==> src/rtl/adsr_envelope.sv <==
// ----------------------------------------------------------------------------
// adsr_envelope
//
// Purpose:
//   Applies an attack/decay/sustain/release amplitude envelope to an
//   offset-binary sample stream (typically the square-wave oscillator output)
//   under control of a note-on gate. The envelope level moves once per
//   prescaled tick, so the rates do not depend on the system clock frequency.
//
// Build option:
//   ADSR_EXP_RELEASE_EN  When defined, the release step per tick is
//                        (level >> 3) + 1, giving a pseudo-exponential tail.
//                        release_rate then only selects the instant-release
//                        case (release_rate == 0). Undefined: linear release.
//
// Parameters:
//   resolution_bits  sample width (offset-binary, midpoint 2^(resolution_bits-1))
//   env_bits         envelope level / rate / sustain width
//   tick_div         clock cycles per envelope tick (>= 1)
//
// Ports:
//   clk            system clock, rising edge
//   rst_n          asynchronous active-low reset
//   sample_in      oscillator sample, offset-binary
//   gate           note on (1) / off (0), synchronous to clk
//   attack_rate    level increment per tick in attack
//   decay_rate     level decrement per tick in decay
//   sustain_level  decay target and sustain hold level
//   release_rate   level decrement per tick in release
//   audio_out      enveloped sample, offset-binary, registered
//   env_level      current envelope level, registered
//   active         high whenever the envelope is not idle, registered
// ----------------------------------------------------------------------------
module adsr_envelope #(
    parameter int unsigned resolution_bits = 8,
    parameter int unsigned env_bits        = 8,
    parameter int unsigned tick_div        = 16
) (
    input  logic                       clk,
    input  logic                       rst_n,
    input  logic [resolution_bits-1:0] sample_in,
    input  logic                       gate,
    input  logic [env_bits-1:0]        attack_rate,
    input  logic [env_bits-1:0]        decay_rate,
    input  logic [env_bits-1:0]        sustain_level,
    input  logic [env_bits-1:0]        release_rate,
    output logic [resolution_bits-1:0] audio_out,
    output logic [env_bits-1:0]        env_level,
    output logic                       active
);

    // ------------------------------------------------------------------------
    // Local constants
    // ------------------------------------------------------------------------
    localparam int unsigned CntW = (tick_div > 1) ? $clog2(tick_div) : 1;
    localparam logic [CntW-1:0] CntLast = CntW'(tick_div - 1);

    // Envelope arithmetic carries one extra bit so overflow/underflow is visible.
    localparam int unsigned EW = env_bits + 1;
    // Signed sample and signed product widths for the scaler.
    localparam int unsigned SW = resolution_bits + 1;
    localparam int unsigned PW = SW + EW;

    localparam logic [resolution_bits-1:0] Mid  = {1'b1, {(resolution_bits-1){1'b0}}};
    localparam logic [env_bits-1:0]        Full = {env_bits{1'b1}};

    localparam logic [2:0] StIdle    = 3'd0;
    localparam logic [2:0] StAttack  = 3'd1;
    localparam logic [2:0] StDecay   = 3'd2;
    localparam logic [2:0] StSustain = 3'd3;
    localparam logic [2:0] StRelease = 3'd4;

    // ------------------------------------------------------------------------
    // State
    // ------------------------------------------------------------------------
    logic [CntW-1:0]            cnt_q,    cnt_d;
    logic [2:0]                 state_q,  state_d;
    logic [env_bits-1:0]        level_q,  level_d;
    logic                       gate_q;
    logic [resolution_bits-1:0] audio_q,  audio_d;
    logic                       active_q, active_d;

    // ------------------------------------------------------------------------
    // Tick prescaler: free-running, never restarted by the gate
    // ------------------------------------------------------------------------
    logic tick;

    assign tick = (cnt_q == CntLast);

    always_comb begin
        cnt_d = cnt_q + 1'b1;
        if (tick) begin
            cnt_d = '0;
        end
    end

    // ------------------------------------------------------------------------
    // Gate edge detection
    // ------------------------------------------------------------------------
    logic gate_rise;
    logic in_note;

    assign gate_rise = gate & ~gate_q;
    assign in_note   = (state_q == StAttack) || (state_q == StDecay) ||
                       (state_q == StSustain);

    // ------------------------------------------------------------------------
    // Saturating envelope arithmetic
    // ------------------------------------------------------------------------
    logic [EW-1:0] lvl_ext;
    logic [EW-1:0] att_sum;
    logic [EW-1:0] dec_diff;
    logic [EW-1:0] rel_step;
    logic [EW-1:0] rel_diff;
    logic          att_full;
    logic          dec_to_sus;
    logic          rel_to_zero;

    always_comb begin
        lvl_ext  = {1'b0, level_q};
        att_sum  = lvl_ext + {1'b0, attack_rate};
        dec_diff = lvl_ext - {1'b0, decay_rate};
`ifdef ADSR_EXP_RELEASE_EN
        rel_step = {1'b0, level_q >> 3} + EW'(1);
`else
        rel_step = {1'b0, release_rate};
`endif
        rel_diff = lvl_ext - rel_step;

        // Rate 0 is an instant jump to the target in every phase.
        att_full    = (attack_rate == '0) || (att_sum >= {1'b0, Full});
        // Borrow out (MSB set) means the subtraction went below zero.
        // Also covers level already below sustain on entry to decay.
        dec_to_sus  = (decay_rate == '0) || dec_diff[env_bits] ||
                      (dec_diff[env_bits-1:0] <= sustain_level);
        rel_to_zero = (release_rate == '0) || rel_diff[env_bits] ||
                      (rel_diff[env_bits-1:0] == '0);
    end

    // ------------------------------------------------------------------------
    // Envelope FSM
    // ------------------------------------------------------------------------
    always_comb begin
        state_d = state_q;
        level_d = level_q;

        if (gate_rise) begin
            // Retrigger from any state; level kept so there is no click.
            state_d = StAttack;
        end else if (!gate && in_note) begin
            state_d = StRelease;
        end else if (tick) begin
            case (state_q)
                StIdle: begin
                    level_d = '0;
                end
                StAttack: begin
                    if (att_full) begin
                        level_d = Full;
                        state_d = StDecay;
                    end else begin
                        level_d = att_sum[env_bits-1:0];
                    end
                end
                StDecay: begin
                    if (dec_to_sus) begin
                        level_d = sustain_level;
                        state_d = StSustain;
                    end else begin
                        level_d = dec_diff[env_bits-1:0];
                    end
                end
                StSustain: begin
                    level_d = sustain_level;
                end
                StRelease: begin
                    if (rel_to_zero) begin
                        level_d = '0;
                        state_d = StIdle;
                    end else begin
                        level_d = rel_diff[env_bits-1:0];
                    end
                end
                default: begin
                    level_d = '0;
                    state_d = StIdle;
                end
            endcase
        end
    end

    assign active_d = (state_d != StIdle);

    // ------------------------------------------------------------------------
    // Sample scaling: audio = M + ((sample - M) * level) >>> env_bits
    // ------------------------------------------------------------------------
    logic signed [SW-1:0] samp_s;
    logic signed [EW-1:0] lvl_s;
    logic signed [PW-1:0] prod;
    logic signed [PW-1:0] prod_sh;
    logic                 unused_prod_hi;

    always_comb begin
        samp_s  = $signed({1'b0, sample_in}) - $signed({1'b0, Mid});
        lvl_s   = $signed(lvl_ext);
        prod    = PW'(samp_s) * PW'(lvl_s);
        prod_sh = prod >>> env_bits;
        // |prod_sh| never exceeds M, so the low bits carry the full result.
        audio_d = Mid + prod_sh[resolution_bits-1:0];
    end

    assign unused_prod_hi = ^prod_sh[PW-1:resolution_bits];

    // ------------------------------------------------------------------------
    // Registers
    // ------------------------------------------------------------------------
    always_ff @(posedge clk or negedge rst_n) begin
        if (!rst_n) begin
            cnt_q    <= '0;
            state_q  <= StIdle;
            level_q  <= '0;
            gate_q   <= 1'b0;
            audio_q  <= Mid;
            active_q <= 1'b0;
        end else begin
            cnt_q    <= cnt_d;
            state_q  <= state_d;
            level_q  <= level_d;
            gate_q   <= gate;
            audio_q  <= audio_d;
            active_q <= active_d;
        end
    end

    assign audio_out = audio_q;
    assign env_level = level_q;
    assign active    = active_q;

endmodule
==> config.mk <==
export PLATFORM = sky130hd
export DESIGN_NAME = adsr_envelope
export DESIGN_NICKNAME = d
export VERILOG_FILES = /design/src/rtl/adsr_envelope.sv
export SDC_FILE = /design/constraint.sdc
export NUM_CORES = 1
export LEC_CHECK = 0
export CELL_PAD_IN_SITES_DETAIL_PLACEMENT = 0
export CELL_PAD_IN_SITES_GLOBAL_PLACEMENT = 1
export CORE_MARGIN = 5
export CORE_UTILIZATION = 40
export DETAILED_ROUTE_END_ITERATION = 8
export PLACE_DENSITY_LB_ADDON = 0.2
export SLEW_MARGIN = 30
export SYNTH_ARGS = -nofsm -noshare
export SYNTH_HDL_FRONTEND = slang
export SYNTH_SLANG_ARGS = --single-unit
==> constraint.sdc <==
create_clock -name clk -period 11 [get_ports clk]
set_input_delay 2.75 -clock clk [delete_from_list [all_inputs] [get_ports clk]]
set_output_delay 2.75 -clock clk [all_outputs]
set_load 0.05 [all_outputs]
==> results.sh, run 1 <==
export IMPL_yosys_most_used_dff="dfrtp_1"
export IMPL_grt_pass1_wl_um=19810
export IMPL_ctsRootBufferMaster="clkbuf_16"
export IMPL_hp_class="reg -> reg"
export IMPL_gp_congestion=0.8480
export IMPL_syn_area_sq_mm=0.004828
export IMPL_worstHoldStart="cnt_q[0]"
export IMPL_routed_wl_um=11680
export IMPL_critical_path_class="in -> reg"
export IMPL_syn_area_per_cell_sq_um=8.763
export IMPL_drive_gt1_frac=0.04910
export IMPL_dp_cells=754
export IMPL_synth_edff_count=0
export IMPL_r2r_end="audio_out[7]"
export IMPL_whs_endpoint="cnt_q[0]"
export IMPL_ctsResizeCount=0
export IMPL_status="completed"
export IMPL_avgViaCountPerCell=5.244
export IMPL_finalSetupViolCount=0
export IMPL_final_cell_mix="inv_1, ha_1, clkdlybuf4s50_1"
export IMPL_synth_warnings=0
export IMPL_start_util=0.4054
export IMPL_post_cts_buffers=0
export IMPL_wl_per_cell_um=15.41
export IMPL_hold_path_depth=1
export IMPL_tightest_slew_ps=628.3
export IMPL_clkPwrFrac=0.055
export IMPL_critPathLaunchType="input pin"
export IMPL_cts_tree="yes"
export IMPL_grt_overflow=0
export IMPL_final_common_cell="inv_1"
export IMPL_die_h_um=119.9
export IMPL_clk_pin_slew_worst_paths_ps=80
export IMPL_area_growth_pct=17.60
export IMPL_antenna_found_initial=0
export IMPL_dpl_cell_area_sq_mm=0.005594
export IMPL_power_frac_comb=0.821
export IMPL_total_power_mw=1.641
export IMPL_period_minus_slack_ps=7126
export IMPL_dpl_hpwl_um=9712
export IMPL_sw_frac_of_total=0.5336
export IMPL_rsz0062_at_grt="no"
export IMPL_finClkSkew_ps=8.943
export IMPL_io_buffers=59
export IMPL_power_density_mw_per_mm2=289.1
export IMPL_ys_ff_latch=25
export IMPL_grt_pass1_vias=4114
export IMPL_final_util=0.4767
export IMPL_drc=0
export IMPL_vias=3975
export IMPL_end_kind="register"
export IMPL_max_cap_violations=0
export IMPL_post_route_period_util=0.6478
export IMPL_n_antenna_cell=0
export IMPL_p_leak_nw=2.690
export IMPL_maxSlewHeadroom=0.5812
export IMPL_syn_inst=551
export IMPL_grt_max_degree=26
export IMPL_finalHoldViolCount=0
export IMPL_synthTopCellsByArea="fa_1, ha_1, dfrtp_1, inv_1, and2_1"
export IMPL_ant_nets=0
export IMPL_synth_seq_area_share=0.1298
export IMPL_die_area_sq_mm=0.01437
export IMPL_r2r_start="env_level[1]"
export IMPL_grt_usage=0.1701
export IMPL_drt_iter0_markers=206
export IMPL_rows=40
export IMPL_ys_async_sr_fraction=1.000
export IMPL_worstRegToRegCells=15
export IMPL_p_switching_mw=0.8759
export IMPL_yosys_area_top_type="fa_1"
export IMPL_numCtsBuffers=3
export IMPL_cts_sinks=25
export IMPL_rrSetupSlack_ps=6030
export IMPL_irDropWorstVdd_v=0.0001697
export IMPL_clock_latency_ps=270
export IMPL_p_seq_frac=0.124
export IMPL_fin_cells=758
export IMPL_crit_required_ps=11200
export IMPL_cts_buffer_depth=2
export IMPL_coreArea_sq_mm=0.01191
export IMPL_nets=769
export IMPL_syn_nets=708
export IMPL_cts_htree_levels=1
export IMPL_critPathMaxFanout=8
export IMPL_drv_slew=0
export IMPL_cts_hold_buf=0
export IMPL_p_int_mw=0.7654
export IMPL_synth_cell_types=67
export IMPL_tns_ps=0
export IMPL_die_w_um=119.9
export IMPL_yosysTopAreaCellShare=0.2239
export IMPL_stdcell_area_sq_mm=0.005678
export IMPL_fmax_mhz=140.3
export IMPL_arrival_ps=7320
export IMPL_drt_pass1_iter_count=5
export IMPL_pin_count=60
-- power groups by stage --
| stage | Sequential [mW] | Clock (mW) | Combinational (mW) |
|---|---|---|---|
| after floorplan | 0.268 | 0 | 0.988 |
| after global placement | 0.207 | 0 | 1.34 |
| after detailed placement | 0.207 | 0 | 1.36 |
| after CTS | 0.205 | 0.0931 | 1.37 |
| after global routing | 0.211 | 0.0941 | 1.56 |
| final | 0.203 | 0.0901 | 1.35 |
-- how the worst max path moves through the flow --
stage,endpoint,startpoint,cells after the start,slack [ps]
after floorplan,audio_out[7],sample_in[7],15,4400
after global placement,audio_out[7],sample_in[7],16,3670
after detailed placement,audio_out[7],sample_in[7],16,3580
after CTS,audio_out[7],sample_in[7],16,3840
after global routing,audio_out[7],sample_in[7],16,3610
final,audio_out[7],sample_in[7],16,3870
-- layer usage --
metal	wire length, um	GRT usage	vias up
li1	-	-	1968
met1	5677	0.2421	1913
met2	5338	0.2818	86
met3	512	0.01414	8
met4	148	0.03937	0
met5	0	0	-
-- per-stage QoR --
| stage | hold WS, ps | setup slack, ps |
|---|---|---|
| floorplan | 449.5 | 4398 |
| global placement | 469.3 | 3669 |
| detailed placement | 483.4 | 3576 |
| CTS | 494.3 | 3844 |
| global route | 537.4 | 3606 |
| finish | 491.5 | 3874 |
-- flip-flops by register name, indices dropped and copies added, names as in the netlist --
signal,count
gate_q,1
env_level,8
state_q,3
cnt_q,4
active,1
audio_out,8
-- Yosys cell counts (all sizes together) (3+ instances only) --
| cell type | number |
|---|---|
| dfrtp | 24 |
| a31oi | 6 |
| xor2 | 9 |
| o21a | 4 |
| clkbuf | 3 |
| a211oi | 7 |
| nand4 | 3 |
| xnor2 | 17 |
| or2 | 4 |
| nand3 | 14 |
| ha | 60 |
| nor4 | 8 |
| a22oi | 4 |
| nor3b | 3 |
| o21ai | 17 |
| nand2 | 43 |
| nor3 | 9 |
| nor2b | 10 |
| inv | 103 |
| and2 | 36 |
| o211ai | 5 |
| a21oi | 22 |
| nor2 | 24 |
| nand2b | 11 |
| nand3b | 4 |
| or3 | 4 |
| a221oi | 3 |
| fa | 54 |
| a21o | 5 |
| o31ai | 4 |
-- area by class of cell --
type	count	area, sq um
Clock buffer	3	75.07
Clock inverter	1	8.758
Fill cell	1199	6233
Inverter	103	386.6
Multi-Input combinational cell	419	3799
Sequential cell	25	626.9
Tap cell	147	183.9
Timing Repair Buffer	60	598.1
-- critical path, stage by stage --
cell             delay, ps
clkdlybuf4s50_1        550
or2b_1                 320
inv_1                  110
fa_1                   580
fa_1                   590
inv_1                   50
fa_1                   480
inv_1                   60
fa_1                   470
ha_1                   360
nand3_1                100
nand2_1                 50
a41o_2                 260
o41ai_2                300
o21ba_1                180
xnor2_1                110
-- kinds of logic (layout without fill, tap and decap cells) --
family,count (synthesis),in the layout,synth area share
simple gates,181,181,0.2058
fa+ha+maj,114,114,0.3794
buf+inv,107,167,0.08344
compound gates,97,97,0.1521
xor+xnor,26,26,0.04716
flops,25,25,0.1298
mux,1,1,0.002332
Power figures use the tool's default switching activity.
==> inputs of run 2 (changes only) <==
==> constraint.sdc (replaced) <==
create_clock -name clk -period 6.8 [get_ports clk]
set_input_delay 1.7 -clock clk [delete_from_list [all_inputs] [get_ports clk]]
set_output_delay 1.7 -clock clk [all_outputs]
set_load 0.05 [all_outputs]
==> results.sh, run 2 (synthesis gave the netlist of run 1 again) <==
export IMPL_status="completed"
export IMPL_crit_required_ps=7000
export IMPL_p_switching_mw=1.416
export IMPL_p_leak_nw=2.690
export IMPL_final_cell_mix="inv_1, ha_1, clkdlybuf4s50_1"
export IMPL_io_buffers=59
export IMPL_post_route_period_util=0.8939
export IMPL_cts_htree_levels=1
export IMPL_dpl_hpwl_um=9681
export IMPL_start_util=0.4054
export IMPL_multi_input_area_sq_mm=0.003799
export IMPL_rows=40
export IMPL_final_common_cell="inv_1"
export IMPL_clk_pin_slew_worst_paths_ps=80
export IMPL_cts_hold_buf=0
export IMPL_critPathLaunchType="input pin"
export IMPL_fillers=1184
export IMPL_die_w_um=119.9
export IMPL_die_h_um=119.9
export IMPL_cts_sinks=25
export IMPL_end_kind="register"
export IMPL_grt_pass1_vias=4140
export IMPL_power_density_mw_per_mm2=467.5
export IMPL_drv_slew=0
export IMPL_finalSetupViolCount=0
export IMPL_worstHoldStart="cnt_q[0]"
export IMPL_clkPwrFrac=0.054
export IMPL_finClkSkew_ps=7.830
export IMPL_cts_buffer_depth=2
export IMPL_numCtsBuffers=3
export IMPL_ant_nets=0
export IMPL_n_antenna_cell=0
export IMPL_post_cts_buffers=0
export IMPL_hp_class="reg -> reg"
export IMPL_nets=769
export IMPL_rsz0062_at_grt="no"
export IMPL_sw_frac_of_total=0.5334
export IMPL_antenna_found_initial=0
export IMPL_critical_path_class="in -> reg"
export IMPL_period_minus_slack_ps=6078
export IMPL_ctsResizeCount=0
export IMPL_grt_pass1_wl_um=20070
export IMPL_drt_pass1_iter_count=4
export IMPL_grt_overflow=0
export IMPL_tightest_slew_ps=628.1
export IMPL_vias=3954
export IMPL_drc=0
export IMPL_coreArea_sq_mm=0.01191
export IMPL_drive_gt1_frac=0.04910
export IMPL_pin_count=60
export IMPL_grt_max_degree=26
export IMPL_maxSlewHeadroom=0.5812
export IMPL_cts_tree="yes"
export IMPL_tns_ps=0
export IMPL_arrival_ps=6280
export IMPL_crit_start="sample_in[7]"
export IMPL_gp_congestion=0.8481
export IMPL_power_frac_comb=0.821
export IMPL_drt_iter0_markers=181
export IMPL_irDropWorstVdd_v=0.0003028
export IMPL_routed_wl_um=11650
export IMPL_finalHoldViolCount=0
export IMPL_area_growth_pct=17.60
export IMPL_critPathMaxFanout=8
export IMPL_grt_usage=0.1722
export IMPL_p_int_mw=1.238
export IMPL_max_cap_violations=0
export IMPL_fmax_mhz=164.5
export IMPL_seq_area_sq_um=626.9
export IMPL_wl_per_cell_um=15.37
export IMPL_r2r_start="env_level[1]"
export IMPL_die_area_sq_mm=0.01437
export IMPL_clock_latency_ps=270
export IMPL_p_seq_frac=0.125
export IMPL_ctsRootBufferMaster="clkbuf_16"
export IMPL_total_power_mw=2.654
export IMPL_avgViaCountPerCell=5.216
==> run 2: worst paths after layout <==
kind                           endpoint  slack (ps)  cells after the start
max                        audio_out[7]         720                     16
min reg2reg                    cnt_q[0]         490                      1
max reg2reg                audio_out[7]        1830                     15
max in group asynchronous  audio_out[7]        4680                      2
min in group asynchronous  env_level[5]        1800                      2
min                            cnt_q[0]         490                      1
==> run 2: per-layer routing <==
layer | wire length [um] | GRT usage
met5 | 0 | 0
met1 | 5752 | 0.2481
met3 | 513 | 0.01508
met4 | 150 | 0.03937
met2 | 5234 | 0.2814
==> run 2: final cells by class <==
class                           instances  area share
Clock inverter                          1    0.001543
Sequential cell                        25      0.1104
Clock buffer                            3     0.01322
Multi-Input combinational cell        419      0.6690
Tap cell                              147     0.03239
Timing Repair Buffer                   60      0.1053
Inverter                              103     0.06809
==> run 2: critical path, cell delays in order <==
cell and delay, ps:
clkdlybuf4s50_1 550, or2b_1 320, inv_1 110, fa_1 580
fa_1 590, inv_1 50, fa_1 480, inv_1 60
fa_1 470, ha_1 360, nand3_1 100, nand2_1 60
a41o_2 260, o41ai_2 300, o21ba_1 180, xnor2_1 110
==> run 2: per-stage QoR <==
| stage | setup slack, ps | cell area, sq um | instances | util | hold WS, ps |
|---|---|---|---|---|---|
| global route | 446.3 | 5678 | 758 | 0.4767 | 535.9 |
| finish | 721.8 | 5678 | 758 | 0.4767 | 486.2 |
| CTS | 684.9 | 5678 | 758 | 0.4767 | 494.2 |
| global placement | 518.8 | 5594 | 754 | 0.4696 | 469.3 |
| detailed placement | 426.4 | 5594 | 754 | 0.4696 | 483.4 |
| floorplan | 1248 | 4828 | 551 | - | 449.5 |
==> run 2: power by group through the flow <==
stage          clock network (mW)  logic, mW  registers, mW
6_report                    0.144       2.18          0.331
5_1_grt                     0.152       2.53          0.344
4_1_cts                     0.150       2.22          0.330
3_5_place_dp                    0       2.20          0.333
3_3_place_gp                    0       2.17          0.334
2_1_floorplan                   0       1.60          0.433
==> inputs of run 3 (changes only) <==
--- a/config.mk
+++ b/config.mk
@@ -5,6 +5,7 @@
 export SDC_FILE = /design/constraint.sdc
 export NUM_CORES = 1
 export LEC_CHECK = 0
+export ABC_AREA = 1
 export CELL_PAD_IN_SITES_DETAIL_PLACEMENT = 0
 export CELL_PAD_IN_SITES_GLOBAL_PLACEMENT = 1
 export CORE_MARGIN = 5
==> constraint.sdc (replaced) <==
create_clock -name clk -period 6.8 [get_ports clk]
set_input_delay 0.68 -clock clk [delete_from_list [all_inputs] [get_ports clk]]
set_output_delay 0.68 -clock clk [all_outputs]
set_load 0.05 [all_outputs]
==> results.sh, run 3 <==
export IMPL_critPathLaunchType="register"
export IMPL_die_h_um=123.8
export IMPL_yosys_most_used_dff="dfrtp_1"
export IMPL_syn_area_sq_mm=0.005180
export IMPL_antenna_found_initial=0
export IMPL_rows=41
export IMPL_tightest_slew_ps=980.3
export IMPL_synth_warnings=0
export IMPL_max_cap_violations=0
export IMPL_crit_required_ps=6990
export IMPL_finalSetupViolCount=0
export IMPL_synth_seq_area_share=0.1210
export IMPL_final_cell_mix="nand2_1, inv_1, ha_1"
export IMPL_critical_path_class="reg -> reg"
export IMPL_synthMostInstantiatedCell="nand2_1"
export IMPL_post_route_period_util=0.7078
export IMPL_ant_nets=0
export IMPL_clock_latency_ps=260
export IMPL_drive_gt1_frac=0.03008
export IMPL_critPathMaxFanout=15
export IMPL_yosys_area_top_type="fa_1"
export IMPL_synth_top_cells_by_count="nand2_1, inv_1, ha_1"
export IMPL_worstHoldStart="cnt_q[2]"
export IMPL_yosysTopAreaCellShare=0.2087
export IMPL_cts_sinks=25
export IMPL_grt_pass1_vias=4795
export IMPL_clk_pin_slew_worst_paths_ps=70
export IMPL_maxSlewHeadroom=0.3414
export IMPL_grt_pass1_wl_um=22630
export IMPL_avgViaCountPerCell=4.761
export IMPL_p_seq_frac=0.120
export IMPL_fin_cells=970
export IMPL_stdcell_area_sq_mm=0.005997
export IMPL_p_int_mw=1.208
export IMPL_coreArea_sq_mm=0.01267
export IMPL_ctsResizeCount=0
export IMPL_ys_ff_latch=25
export IMPL_cts_htree_levels=1
export IMPL_cts_buffer_depth=2
export IMPL_die_area_sq_mm=0.01533
export IMPL_dpl_cell_area_sq_mm=0.005918
export IMPL_start_util=0.4088
export IMPL_sw_frac_of_total=0.5660
export IMPL_gp_congestion=0.8971
export IMPL_synthTopCellsByArea="fa_1, nand2_1, ha_1, inv_1, dfrtp_1"
export IMPL_fmax_mhz=207.8
export IMPL_tns_ps=0
export IMPL_end_kind="register"
export IMPL_syn_area_per_cell_sq_um=6.907
export IMPL_ctsRootBufferMaster="clkbuf_16"
export IMPL_seq_area_sq_um=626.9
export IMPL_period_minus_slack_ps=4813
export IMPL_p_leak_nw=3.530
export IMPL_drc=0
export IMPL_finClkSkew_ps=3.629
export IMPL_cts_tree="yes"
export IMPL_drt_iter0_markers=235
export IMPL_syn_inst=750
export IMPL_post_cts_buffers=0
export IMPL_n_antenna_cell=0
export IMPL_ys_async_sr_fraction=1.000
export IMPL_p_switching_mw=1.576
export IMPL_arrival_ps=5000
export IMPL_vias=4618
export IMPL_dpl_hpwl_um=11060
export IMPL_power_density_mw_per_mm2=464.1
export IMPL_dp_cells=966
export IMPL_clkPwrFrac=0.048
export IMPL_status="completed"
export IMPL_fillers=1372
export IMPL_final_common_cell="nand2_1"
export IMPL_io_buffers=59
export IMPL_grt_max_degree=26
export IMPL_routed_wl_um=13240
export IMPL_nets=956
export IMPL_die_w_um=123.8
export IMPL_multi_input_area_sq_mm=0.003757
export IMPL_cts_hold_buf=0
export IMPL_rsz0062_at_grt="no"
export IMPL_crit_start="env_level[1]"
export IMPL_grt_overflow=0
export IMPL_r2r_start="env_level[1]"
export IMPL_synth_cell_types=35
export IMPL_finalHoldViolCount=0
export IMPL_irDropWorstVdd_v=0.0005027
export IMPL_syn_nets=907
export IMPL_synth_edff_count=0
export IMPL_grt_usage=0.1846
export IMPL_area_growth_pct=15.77
export IMPL_hp_class="reg -> reg"
export IMPL_power_frac_comb=0.832
export IMPL_wl_per_cell_um=13.65
export IMPL_drt_pass1_iter_count=4
export IMPL_pin_count=60
export IMPL_numCtsBuffers=3
export IMPL_drv_slew=0
[run 3: changes by cell type in the layout (fill, tap and decap cells not counted), moves of 6 or more]
| cell | previous run | this run |
|---|---|---|
| nand2_1 | 43 | 209 |
| inv_1 | 102 | 188 |
| and2_1 | 35 | 0 |
| nand3_1 | 14 | 37 |
| nor2_1 | 24 | 42 |
| nand4_1 | 3 | 16 |
| nand2b_1 | 11 | 0 |
| nor2b_1 | 10 | 0 |
| xnor2_1 | 17 | 8 |
| nor4_1 | 8 | 0 |
| o21ai_0 | 14 | 6 |
| xor2_1 | 9 | 15 |
[run 3: final cells by class]
cell class | instances | share of cell area
well taps | 172 | 0.03589
repair buffers | 60 | 0.09973
flip-flops and latches | 25 | 0.1045
inverters | 192 | 0.1202
multi-input cells | 517 | 0.6265
clock buffers | 4 | 0.01314
[run 3: worst paths after layout]
kind                           endpoint  cells past startpoint  slack (ps)
hold reg to reg                cnt_q[2]                      1         500
setup reg to reg           audio_out[5]                     15        1990
min in group asynchronous  audio_out[2]                      2         780
max in group asynchronous  audio_out[7]                      2        5730
setup / recovery           audio_out[5]                     15        1990
hold / removal                 cnt_q[2]                      1         500
[run 3: logic make-up (layout without fill, tap and decap cells)]
family	Yosys count	in the layout	synth area share
AO/OA/AOI/OAI	56	56	0.06836
adder cells (fa/ha/maj)	114	114	0.3536
flip-flops	25	25	0.1210
buffers and inverters	208	256	0.1536
XOR/XNOR	23	23	0.03889
AND/OR/NAND/NOR	324	324	0.2645
[run 3: through the flow]
step                worst slack, ps  utilization  hold WS [ps]  power (mW)
CTS                            1980       0.4733         498.0       2.832
detailed placement             1790       0.4671         485.4       2.660
global placement               1838       0.4671         477.1       2.637
floorplan                      2192            -         384.4       2.091
finish                         1987       0.4733         499.8       2.783
global route                   1659       0.4733         514.0       3.174
[run 3: critical path, stage by stage, from the launching register on]
cell and delay, ps:
dfrtp_1 830, inv_1 220, nor2_1 280, fa_1 620, fa_1 590, inv_1 50, fa_1 470, inv_1 50
fa_1 480, ha_1 370, nand2_1 90, o21ai_0 250, a21o_1 150, nand3_1 70, nand2_1 80, xor2_1 140
[run 3: metal layers]
layer,global-route usage,vias up,part of all wire
met5,0,-,0
met4,0.03737,0,0.018
met3,0.01453,16,0.033
met2,0.3491,82,0.52
met1,0.2284,2159,0.43
li1,-,2361,-
[run 3: power by group through the flow]
| stage | clock network [mW] | registers (mW) | logic, mW |
|---|---|---|---|
| after CTS | 0.136 | 0.335 | 2.36 |
| after global placement | 0 | 0.336 | 2.30 |
| final | 0.133 | 0.334 | 2.32 |
| after detailed placement | 0 | 0.335 | 2.32 |
| after global routing | 0.143 | 0.344 | 2.69 |
| after floorplan | 0 | 0.415 | 1.68 |
